## config.mk

```make
export PLATFORM = sky130hd
export DESIGN_NAME = board_io_ctrl
export DESIGN_NICKNAME = d
export VERILOG_FILES = /design/src/rtl/board_pkg.sv /design/src/rtl/key_debounce.sv /design/src/rtl/board_io_ctrl.sv
export SDC_FILE = /design/constraint.sdc
export NUM_CORES = 1
export LEC_CHECK = 0
export ABC_AREA = 1
export BUFFER_PORTS_ARGS = -buffer_cell sky130_fd_sc_hd__buf_2
export CORE_MARGIN = 3
export CORE_UTILIZATION = 55
export DETAILED_ROUTE_END_ITERATION = 8
export GPL_TIMING_DRIVEN = 0
export PLACE_DENSITY = 0.76
export SYNTH_ARGS = -nofsm -noshare
export SYNTH_HDL_FRONTEND = slang
export SYNTH_HIERARCHICAL = 1
export SYNTH_SLANG_ARGS = --single-unit
```

## constraint.sdc

```tcl
create_clock -name clk_i -period 1.5 [get_ports clk_i]
set_clock_uncertainty 0.1 [all_clocks]
set_input_delay 0.3 -clock clk_i [delete_from_list [all_inputs] [get_ports clk_i]]
set_output_delay 0.3 -clock clk_i [all_outputs]
set_load 0.05 [all_outputs]
```

## src/rtl/board_pkg.sv

```systemverilog
// Shared board I/O constants and the reset sequencer state type.
// No logic here; latency and backpressure are not applicable.
package board_pkg;

    localparam int KEYS_W = 4;
    localparam int LEDS_W = 6;

    typedef enum logic [1:0] {
        WAIT_LOCK = 2'd0,
        HOLD      = 2'd1,
        RUN       = 2'd2
    } rst_state_t;

endpackage

```

## src/rtl/key_debounce.sv

```systemverilog
// One key: 2-flop sync, stable-level debounce, press/release pulse; level changes DEBOUNCE_CYCLES+2 edges after input.
// No backpressure; pulses are dropped (never queued) while suppress_i is high.
module key_debounce #(
    parameter int ACTIVE_LOW      = 1,
    parameter int DEBOUNCE_CYCLES = 250000
) (
    input  logic clk_i,
    input  logic rst_i,
    input  logic key_raw_i,
    input  logic suppress_i,
    output logic key_o,
    output logic pressed_o,
    output logic released_o
);

    localparam int              CNT_W    = $clog2(DEBOUNCE_CYCLES + 1);
    localparam logic [CNT_W-1:0] CNT_LAST = CNT_W'(DEBOUNCE_CYCLES - 1);

    logic             key_log;
    logic [1:0]       sync_q;
    logic             stable_q;
    logic [CNT_W-1:0] cnt_q;
    logic             pressed_q;
    logic             released_q;

    // Polarity is normalised before the synchronizer so its reset value is "not pressed".
    assign key_log = key_raw_i ^ (ACTIVE_LOW != 0);

    always_ff @(posedge clk_i or posedge rst_i) begin
        if (rst_i) begin
            sync_q     <= '0;
            stable_q   <= 1'b0;
            cnt_q      <= '0;
            pressed_q  <= 1'b0;
            released_q <= 1'b0;
        end else begin
            sync_q     <= {sync_q[0], key_log};
            pressed_q  <= 1'b0;
            released_q <= 1'b0;
            if (sync_q[1] == stable_q) begin
                cnt_q <= '0;
            end else if (cnt_q == CNT_LAST) begin
                stable_q   <= sync_q[1];
                cnt_q      <= '0;
                pressed_q  <= sync_q[1] & ~suppress_i;
                released_q <= ~sync_q[1] & ~suppress_i;
            end else begin
                cnt_q <= cnt_q + 1'b1;
            end
        end
    end

    assign key_o      = stable_q;
    assign pressed_o  = pressed_q;
    assign released_o = released_q;

endmodule

```

## src/rtl/board_io_ctrl.sv

```systemverilog
// Board I/O: debounced keys with edge pulses, registered LED polarity, PLL-lock reset sequencer.
// LED drive 1 cycle, keys DEBOUNCE_CYCLES+2 cycles; no backpressure, pulses dropped while rst_o is high.
module board_io_ctrl #(
    parameter int KEYS_W          = board_pkg::KEYS_W,
    parameter int LEDS_W          = board_pkg::LEDS_W,
    parameter int KEYS_ACTIVE_LOW = 1,
    parameter int LEDS_ACTIVE_LOW = 1,
    parameter int DEBOUNCE_CYCLES = 250000,
    parameter int RST_HOLD_CYCLES = 16
) (
    input  logic              clk_i,
    input  logic              rst_i,
    input  logic              pll_lock_i,
    input  logic [KEYS_W-1:0] keys_raw_i,
    input  logic [LEDS_W-1:0] leds_i,
    output logic [KEYS_W-1:0] keys_o,
    output logic [KEYS_W-1:0] keys_pressed_o,
    output logic [KEYS_W-1:0] keys_released_o,
    output logic [LEDS_W-1:0] leds_raw_o,
    output logic              rst_o
);

    import board_pkg::*;

    localparam int               HOLD_W    = $clog2(RST_HOLD_CYCLES + 1);
    localparam logic [HOLD_W-1:0] HOLD_LAST = HOLD_W'(RST_HOLD_CYCLES - 1);
    localparam logic [LEDS_W-1:0] LED_OFF   = {LEDS_W{LEDS_ACTIVE_LOW != 0}};

    rst_state_t        state_q;
    rst_state_t        state_d;
    logic [HOLD_W-1:0] hold_q;
    logic [HOLD_W-1:0] hold_d;
    logic [1:0]        lock_sync_q;
    logic              lock_s;
    logic              rst_d;
    logic              rst_q;
    logic [LEDS_W-1:0] leds_q;

    assign lock_s = lock_sync_q[1];

    always_comb begin
        state_d = state_q;
        hold_d  = hold_q;
        case (state_q)
            WAIT_LOCK: begin
                if (lock_s) begin
                    state_d = HOLD;
                    hold_d  = '0;
                end
            end
            HOLD: begin
                hold_d = hold_q + 1'b1;
                if (!lock_s) begin
                    state_d = WAIT_LOCK;
                end else if (hold_q == HOLD_LAST) begin
                    state_d = RUN;
                end
            end
            RUN: begin
                if (!lock_s) begin
                    state_d = WAIT_LOCK;
                end
            end
            default: state_d = WAIT_LOCK;
        endcase
    end

    assign rst_d = (state_d != RUN);

    always_ff @(posedge clk_i or posedge rst_i) begin
        if (rst_i) begin
            lock_sync_q <= '0;
            state_q     <= WAIT_LOCK;
            hold_q      <= '0;
            rst_q       <= 1'b1;
            leds_q      <= LED_OFF;
        end else begin
            lock_sync_q <= {lock_sync_q[0], pll_lock_i};
            state_q     <= state_d;
            hold_q      <= hold_d;
            rst_q       <= rst_d;
            // Unlit on the edge reset rises and stay unlit one edge after it falls.
            leds_q      <= (rst_q | rst_d) ? LED_OFF : (leds_i ^ LED_OFF);
        end
    end

    assign rst_o      = rst_q;
    assign leds_raw_o = leds_q;

    for (genvar k = 0; k < KEYS_W; k++) begin : g_keys
        key_debounce #(
            .ACTIVE_LOW      (KEYS_ACTIVE_LOW),
            .DEBOUNCE_CYCLES (DEBOUNCE_CYCLES)
        ) u_deb (
            .clk_i      (clk_i),
            .rst_i      (rst_i),
            .key_raw_i  (keys_raw_i[k]),
            .suppress_i (rst_d),
            .key_o      (keys_o[k]),
            .pressed_o  (keys_pressed_o[k]),
            .released_o (keys_released_o[k])
        );
    end

endmodule
```

==> results_dict.tcl, run 1 <==
set metrics [dict create \
    status "finished with violations" \
    violations "negative setup slack" \
    rsz0062_at_grt "yes" \
    die_x_um 106 \
    synth_most_common_cell "nor2_1" \
    ff2ff_setup_slack_ps -110 \
    drt_first_pass_iters 5 \
    drive_above_1_share_pct 29.0 \
    cts_tree "done" \
    min-delay-start "g_keys[3].u_deb/sync_q[0]" \
    synth-edff-count 0 \
    area_growth_syn_to_layout_pct 24.9 \
    grt_overflow 0 \
    ios 32 \
    antenna_left 0 \
    hold_violations 0 \
    async_flop_share_pct 100 \
    r2r_start "hold_q[1]" \
    synth_cell_types 25 \
    cp.arrival_ps 1770 \
    initial_core_util_pct 57.9 \
    grt_pass1_vias 4281 \
    ir_drop_mv 0.646 \
    timing.final.crit_share_pct 108 \
    critPathKind "register to register" \
    clkSinkCount 108 \
    setup_viol 15 \
    max-clock-path-buffers 2 \
    r2r_cells 8 \
    final_util_pct 72.3 \
    fin_nets 737 \
    stdcell_count 852 \
    p_leak_nw 2.92 \
    hold_path.class "register to register" \
    start_kind "register" \
    crit_fanout 5 \
    max-cap-violations 0 \
    ys_seq_elements 108 \
    synth_area_mm2 0.00548 \
    synthesis.nets 661 \
    grt_max_degree 24 \
    ys_seq_area_share_pct 49.5 \
    whs_endpoint "g_keys[3].u_deb/sync_q[1]" \
    synth.largest_area_cell "dfrtp_1" \
    fill_cells 682 \
    htree_levels 3 \
    viasPerCell 5.27 \
    end_kind "register" \
    cts_made_buffers 9 \
    tightest_slew_ps 599 \
    slew_viol_final 0 \
    insertedDiodeCount 0 \
    synth_area_leaders "dfrtp_1, nor2_1, nand2_1" \
    dp_hpwl_um 7430 \
    min_delay_path_depth 0 \
    post-place-ws_ps -254 \
    clock.fmax_mhz 620 \
    die_y_um 106 \
    grtUsageTotal_pct 21.7 \
    synth_top_area_share_pct 46.2 \
    yosysWarnings 6 \
    core-area_mm2 0.00946 \
    synth_common_cells "nor2_1, nand2_1, dfrtp_1, inv_1, nand3_1" \
    fp-row-count 35 \
    synthCells 642 \
    cts_root_buffer "clkbuf_8" \
    worst_skew_pair.late_latency_ps 370 \
    grt_antenna_before_repair 0 \
    max-slew-margin-rel_pct 60.0 \
    die_area_mm2 0.0112 \
    grt_first_pass_wirelength_um 19600 \
    vias 4491 \
    crit_required_ps 1660 \
    wire_per_inst_um 14.6 \
    p_total_w 0.00536 \
    drt-initial-drc-count 176 \
    gp_congestion 0.885 \
    drcViolationCount 0 \
    power_density_mw_per_mm2 784 \
    port_buffers 31 \
    r2r_end "leds_raw_o[2]" \
    finalWirelength_um 12400 \
    place_inst 802 \
    synth_ff_type "dfrtp_1" \
    final.setup.tns_ps -1110 \
    path_clk_slew_ps 110 \
    fin_crit_ps 1610 \
    avgSynthCellArea_um2 8.53 \
    setup_slack_ps -113 \
]
[layout by cell type (no fill, tap or decap), drive strengths merged, types with 2 or more instances in the layout]
master         n
nor2         174
nand2        125
dfrtp        101
inv           72
nand3         58
buf           46
xor2          24
o21ai         19
xnor2         16
a21oi         13
dlygate4sd3   12
nand4         11
clkbuf        11
nor3b          8
dfstp          7
ha             6
o21bai         4
nor3           4
clkinvlp       4
clkinv         4
bufinv         2
[metrics by stage]
step | hold slack [ps] | area [um^2]
final | 258 | 6840
after global routing | 271 | 6840
after CTS | 259 | 6420
after detailed placement | 242 | 5840
after global placement | 235 | 5840
after floorplan | 109 | 5520
[power breakdown]
group | leakage [nW] | total, W | internal, W | switching (W)
Combinational | 1.39 | 0.000363 | 0.000149 | 0.000214
Sequential | 1.41 | 0.00304 | 0.00297 | 0.0000696
Clock | 0.114 | 0.00196 | 0.000952 | 0.00101
Total | 2.92 | 0.00536 | 0.00407 | 0.00129
[cell families after synthesis]
group	synth area share, %
adders and majority gates	1.37
DFF	49.5
buffers and inverters	5.14
AOI/OAI and AO/OA	5.07
xor gates and xnor gates	6.40
and+or+nand+nor	32.5
[critical path: stages (launching register included)]
cell and delay, ps:
dfrtp_1 410, ha_4 170, nand2_4 60, nor2_4 120, ha_4 150, nand2_4 70
nand2_8 130, buf_4 130, nand4_1 140
[final cells by class]
class | count | area, um^2 | area share, %
clock inverters | 7 | 100 | 1.46
flip-flops and latches | 108 | 2740 | 40.0
well taps | 129 | 161 | 2.36
repair buffers | 60 | 459 | 6.71
multi-input cells | 464 | 2950 | 43.2
clock buffers | 9 | 124 | 1.81
inverters | 75 | 307 | 4.48
[worst max-delay path by stage]
stage,from,endpoint,slack [ps],cells past startpoint
6_report,hold_q[1],leds_raw_o[2],-110,8
5_1_grt,hold_q[1],g_keys[1].u_deb/pressed_o,-190,8
4_1_cts,hold_q[0],g_keys[1].u_deb/released_o,-110,8
3_5_place_dp,hold_q[0],g_keys[2].u_deb/pressed_o,-250,8
3_3_place_gp,hold_q[0],g_keys[0].u_deb/pressed_o,-250,8
2_1_floorplan,hold_q[0],g_keys[0].u_deb/pressed_o,-40,8
[registers in the layout (all words and copies together) (netlist names)]
signal                   flops
g_keys.u_deb/sync_q          8
g_keys.u_deb/released_o      4
state_q                      2
hold_q                       5
lock_sync_q                  2
g_keys.u_deb/cnt_q          72
rst_o                        1
g_keys.u_deb/key_o           4
g_keys.u_deb/pressed_o       4
leds_raw_o                   6
[per-layer routing]
layer	GRT usage [%]	vias to the layer above	share of wire, %
met5	0	-	0
met4	7.49	0	1.2
met3	4.16	13	4.6
met2	37.5	124	52
met1	27.4	2170	42
li1	-	2184	-
[timing repair]
item	in CTS	in global routing
buffers inserted	7	10
cloned	4	1
hold endpoints to repair	20	0
pin swaps	10	12
setup endpoints to repair	68	168
resized for setup	43	78
hold buffers	12	0
Note: power is estimated with default switching activity, not from simulation.
==> run 2: changes to the inputs <==
--- a/config.mk
+++ b/config.mk
@@ -6,12 +6,12 @@
 export NUM_CORES = 1
 export LEC_CHECK = 0
 export ABC_AREA = 1
-export BUFFER_PORTS_ARGS = -buffer_cell sky130_fd_sc_hd__buf_2
 export CORE_MARGIN = 3
-export CORE_UTILIZATION = 55
+export CORE_UTILIZATION = 57
 export DETAILED_ROUTE_END_ITERATION = 8
+export DONT_BUFFER_PORTS = 1
 export GPL_TIMING_DRIVEN = 0
-export PLACE_DENSITY = 0.76
+export PLACE_DENSITY = 0.75
 export SYNTH_ARGS = -nofsm -noshare
 export SYNTH_HDL_FRONTEND = slang
 export SYNTH_HIERARCHICAL = 1
==> results_dict.tcl, run 2 (synthesis results as in run 1) <==
set metrics [dict create \
    die_x_um 104 \
    grt_max_degree 24 \
    cts_tree "done" \
    ir_drop_mv 0.459 \
    dp_hpwl_um 7300 \
    critPathKind "register to register" \
    fin_nets 711 \
    die_area_mm2 0.0108 \
    setup_slack_ps -128 \
    htree_levels 3 \
    drt-initial-drc-count 192 \
    worst_skew_pair.late_latency_ps 370 \
    place_area_mm2 0.00569 \
    drcViolationCount 0 \
    crit_fanout 5 \
    tightest_slew_ps 564 \
    port_buffers 0 \
    hold_path.class "register to register" \
    regMostFlops "g_keys.u_deb/cnt_q" \
    viasPerCell 5.26 \
    insertedDiodeCount 0 \
    slowest_delay_ps 380 \
    mostFrequentLayoutCell "nor2_1" \
    drt_first_pass_iters 5 \
    max-slew-margin-rel_pct 62.2 \
    multiInputGateArea_mm2 0.00292 \
    violations "negative setup slack" \
    path_buf_inv 0 \
    power_density_mw_per_mm2 785 \
    crit_required_ps 1690 \
    initial_core_util_pct 59.0 \
    hold_violations 0 \
    cts_root_buffer "clkbuf_8" \
    clkSinkCount 108 \
    p_leak_nw 2.80 \
    area_growth_syn_to_layout_pct 21.0 \
    status "finished with violations" \
    largest_register_ffs 72 \
    max-clock-path-buffers 2 \
    seq_area_mm2 0.00274 \
    rsz0062_at_grt "yes" \
    antenna_left 0 \
    fin_area_mm2 0.00663 \
    end_kind "register" \
    cp_slowest_cell "dfrtp_1" \
    grt_overflow 0 \
    finalWirelength_um 11700 \
    timing.final.crit_share_pct 109 \
    path_clk_slew_ps 100 \
    crit_chain "ha_2 > nand2_2 > nor2_2 > ha_2 > nand2_2 > nand2_4 > nand2_4 > nor3b_4" \
    cts_made_buffers 9 \
    die_y_um 104 \
    core-area_mm2 0.00928 \
    vias 4345 \
    start_kind "register" \
    stdcell_count 826 \
    ios 32 \
    fill_cells 670 \
    grt_pass1_vias 4013 \
    grt_antenna_before_repair 0 \
    setup_viol 15 \
    cp.arrival_ps 1820 \
    place_inst 771 \
    drive_above_1_share_pct 26.0 \
    wire_per_inst_um 14.1 \
    layout_common_cells "nor2_1, nand2_1, dfrtp_1, inv_1, nand3_1" \
    fin_crit_ps 1630 \
    cp_top_family "simple AND/OR/NAND/NOR gates" \
    max-cap-violations 0 \
    clock.fmax_mhz 614 \
    grtUsageTotal_pct 20.4 \
    grt_first_pass_wirelength_um 18200 \
    gp_congestion 0.934 \
    slew_viol_final 0 \
    fp-row-count 35 \
]
run 2: cell count changes in the layout (fill, tap and decap cells not counted), sizes merged:
cell      before  now
clkinvlp       4    6
clkinv         4    1
bufinv         2    1
buf           46   22
run 2: worst paths after layout:
| kind | slack, ps | cells past startpoint | end | start |
|---|---|---|---|---|
| min reg2reg | 260 | 0 | g_keys[1].u_deb/sync_q[1] | g_keys[1].u_deb/sync_q[0] |
| min | 260 | 0 | g_keys[1].u_deb/sync_q[1] | g_keys[1].u_deb/sync_q[0] |
| max in group asynchronous | 350 | 2 | leds_raw_o[1] | rst_i |
| min in group asynchronous | 540 | 2 | g_keys[3].u_deb/cnt_q[3] | rst_i |
| max reg2reg | -130 | 8 | g_keys[0].u_deb/released_o | hold_q[0] |
| max | -130 | 8 | g_keys[0].u_deb/released_o | hold_q[0] |
run 2: worst reg2reg max path: cells and delay by family, from the launching register on:
kind	cells	cell delay, ps
and+or+nand+nor	6	680
adders and majority gates	2	390
DFF	1	380
run 2: what timing repair did:
| action | in CTS | in global routing |
|---|---|---|
| endpoints found under the hold margin | 112 | 0 |
| gates cloned | 2 | 3 |
| pin swaps | 7 | 20 |
| setup endpoints to repair | 81 | 119 |
| resized for setup | 37 | 68 |
| buffers inserted | 3 | 19 |
| hold buffers | 12 | 0 |
run 2: routing by layer:
metal / track usage, % / part of all wire (%) / up-vias / routed length (um)
li1: - / - / 2120 / -
met1: 26.6 / 45 / 2107 / 5250
met2: 34.0 / 49 / 102 / 5780
met3: 5.52 / 4.1 / 16 / 482
met4: 5.51 / 1.5 / 0 / 172
met5: 0 / 0 / - / 0
run 2: power breakdown:
| part | total (W) | leakage [nW] | internal (W) | switching, W |
|---|---|---|---|---|
| clock network | 0.00184 | 0.102 | 0.000866 | 0.000976 |
| logic | 0.000332 | 1.28 | 0.000131 | 0.000201 |
| registers | 0.00303 | 1.42 | 0.00297 | 0.0000636 |
run 2: per-stage QoR:
stage	setup TNS (ps)	setup slack, ps	utilization (%)	power, W	hold WS, ps
3_5_place_dp	-5270	-403	61.2	0.00329	176
5_1_grt	-3450	-222	71.4	0.00544	270
3_3_place_gp	-3070	-369	61.2	0.00328	163
2_1_floorplan	-142	-37.9	-	0.00323	109
4_1_cts	-588	-95.3	66.6	0.00521	262
6_report	-1000	-128	71.4	0.00521	261
run 2: area by class of cell:
cell class              instances  share of cell area, %
clock inverters                 5                  0.887
inverters                      75                   4.59
flip-flops and latches        108                   41.3
well taps                     129                   2.43
repair buffers                 34                   4.42
multi-input cells             464                   44.1
clock buffers                  11                   2.28
==> run 3: changes to the inputs <==
--- a/config.mk
+++ b/config.mk
@@ -6,12 +6,13 @@
 export NUM_CORES = 1
 export LEC_CHECK = 0
 export ABC_AREA = 1
-export CORE_MARGIN = 3
+export CORE_MARGIN = 1.5
 export CORE_UTILIZATION = 57
 export DETAILED_ROUTE_END_ITERATION = 8
 export DONT_BUFFER_PORTS = 1
 export GPL_TIMING_DRIVEN = 0
 export PLACE_DENSITY = 0.75
+export REMOVE_ABC_BUFFERS = 1
 export SYNTH_ARGS = -nofsm -noshare
 export SYNTH_HDL_FRONTEND = slang
 export SYNTH_HIERARCHICAL = 1
==> results_dict.tcl, run 3 (synthesis results as in run 1) <==
set metrics [dict create \
    cp.arrival_ps 1850 \
    finalWirelength_um 13100 \
    mostFrequentLayoutCell "nor2_1" \
    p_comb_share_pct 7.1 \
    cts_made_buffers 9 \
    netSwitchingFraction_pct 26.0 \
    crit_chain "ha_2 > nand2_2 > nor2_2 > ha_2 > nand2_2 > nand2_4 > nand2_8 > nor3b_1" \
    cts_tree "done" \
    core-area_mm2 0.00928 \
    die_area_mm2 0.0102 \
    die_x_um 101 \
    drive_above_1_share_pct 29.1 \
    antenna_left 0 \
    wire_per_inst_um 15.5 \
    gp_congestion 0.937 \
    cts_root_buffer "clkbuf_8" \
    crit_required_ps 1700 \
    grt_first_pass_wirelength_um 19600 \
    place_area_mm2 0.00564 \
    power_density_mw_per_mm2 759 \
    vias 4577 \
    path_buf_inv 0 \
    worst_skew_pair.late_latency_ps 380 \
    max-clock-path-buffers 2 \
    timing.final.crit_share_pct 110 \
    grt_overflow 0 \
    clock.fmax_mhz 608 \
    viasPerCell 5.40 \
    intPower_w 0.00381 \
    status "finished with violations" \
    clkSinkCount 108 \
    ir_drop_mv 0.994 \
    port_buffers 0 \
    p_seq_share_pct 58.8 \
    final_util_pct 73.1 \
    p_sw_w 0.00134 \
    fin_crit_ps 1640 \
    setup_slack_ps -144 \
    drt-initial-drc-count 194 \
    largest_register_ffs 72 \
    fill_cells 631 \
    fin_nets 733 \
    max-cap-violations 0 \
    grt_antenna_before_repair 0 \
    grt_max_degree 24 \
    slowest_delay_ps 370 \
    max-slew-margin-rel_pct 54.8 \
    hold_violations 0 \
    grt_pass1_vias 4276 \
    dp_hpwl_um 7690 \
    cp_top_family "simple AND/OR/NAND/NOR gates" \
    regMostFlops "g_keys.u_deb/cnt_q" \
    setup_viol 30 \
    htree_levels 3 \
    hold_path.class "register to register" \
    area_growth_syn_to_layout_pct 23.9 \
    drcViolationCount 0 \
    violations "negative setup slack" \
    rsz0062_at_grt "yes" \
    end_kind "register" \
    grtUsageTotal_pct 24.7 \
    p_leak_nw 2.88 \
    ios 32 \
    clkPwrFrac_pct 34.0 \
    fp-row-count 35 \
    start_kind "register" \
    critPathKind "register to register" \
    initial_core_util_pct 59.0 \
    die_y_um 101 \
    insertedDiodeCount 0 \
    fin_area_mm2 0.00678 \
    crit_fanout 5 \
    cp_slowest_cell "dfrtp_1" \
    slew_viol_final 0 \
    path_clk_slew_ps 110 \
    tightest_slew_ps 673 \
    drt_first_pass_iters 5 \
    layout_common_cells "nor2_1, nand2_1, dfrtp_1, inv_1, nand3_1" \
]
==> run 3: changes by cell type in the layout (fill, tap and decap cells not counted), moves of 3 or more <==
cell	before	now
buf_4	20	43
dfrtp_2	14	19
dfrtp_1	85	81
inv_1	59	56
inv_2	9	12
==> run 3: final timing paths <==
kind / slack [ps] / start / to / cells after the start
setup / recovery: -140 / hold_q[0] / g_keys[0].u_deb/pressed_o / 8
hold / removal: 260 / g_keys[2].u_deb/sync_q[0] / g_keys[2].u_deb/sync_q[1] / 0
setup reg to reg: -140 / hold_q[0] / g_keys[0].u_deb/pressed_o / 8
hold reg to reg: 260 / g_keys[2].u_deb/sync_q[0] / g_keys[2].u_deb/sync_q[1] / 0
max in group asynchronous: 350 / rst_i / leds_raw_o[1] / 2
min in group asynchronous: 540 / rst_i / g_keys[1].u_deb/cnt_q[16] / 2
==> run 3: per-stage QoR <==
step           setup TNS, ps  std cells  setup slack [ps]  hold WS, ps  total power [W]
2_1_floorplan          -1130        642             -77.5          109          0.00323
3_3_place_gp           -9480        771              -466          169          0.00327
3_5_place_dp          -12950        771              -496          180          0.00329
4_1_cts                -1350        808              -115          260          0.00510
5_1_grt                -5340        848              -250          281          0.00538
6_report               -1910        848              -144          255          0.00515
==> run 3: repair_timing <==
action	4_1_cts	5_1_grt
buffers inserted	6	38
gates resized for setup	57	65
cloned	3	2
hold buffers	12	0
hold endpoints to repair	112	0
endpoints found under the setup margin	95	169
pin swaps	6	22
==> run 3: area by class of cell <==
class	instances	area, um^2	area share (%)
multi-input cells	464	2920	43.0
clock buffers	10	138	2.03
clock inverters	6	55.1	0.812
flip-flops and latches	108	2740	40.4
inverters	75	304	4.48
well taps	129	161	2.38
repair buffers	56	463	6.83
==> run 3: worst reg2reg max path: stages, from the launching register on <==
cell,delay (ps)
dfrtp_1,370
ha_2,190
nand2_2,60
nor2_2,100
ha_2,190
nand2_2,70
nand2_4,150
nand2_8,100
nor3b_1,230
==> run 3: power groups by stage <==
stage	logic, W	registers [W]	clock network [W]
2_1_floorplan	0.000171	0.00306	0
3_3_place_gp	0.000206	0.00307	0
3_5_place_dp	0.000218	0.00307	0
4_1_cts	0.000291	0.00301	0.00179
5_1_grt	0.000411	0.00304	0.00193
6_report	0.000368	0.00303	0.00175
==> run 3: metal layers <==
metal	part of all wire, %	GRT usage, %	up-vias	routed length, um
met5	0	0	-	0
met4	1.7	8.76	0	217
met3	5.3	6.66	23	693
met2	53	41.9	154	6930
met1	40	30.5	2232	5280
li1	-	-	2168	-
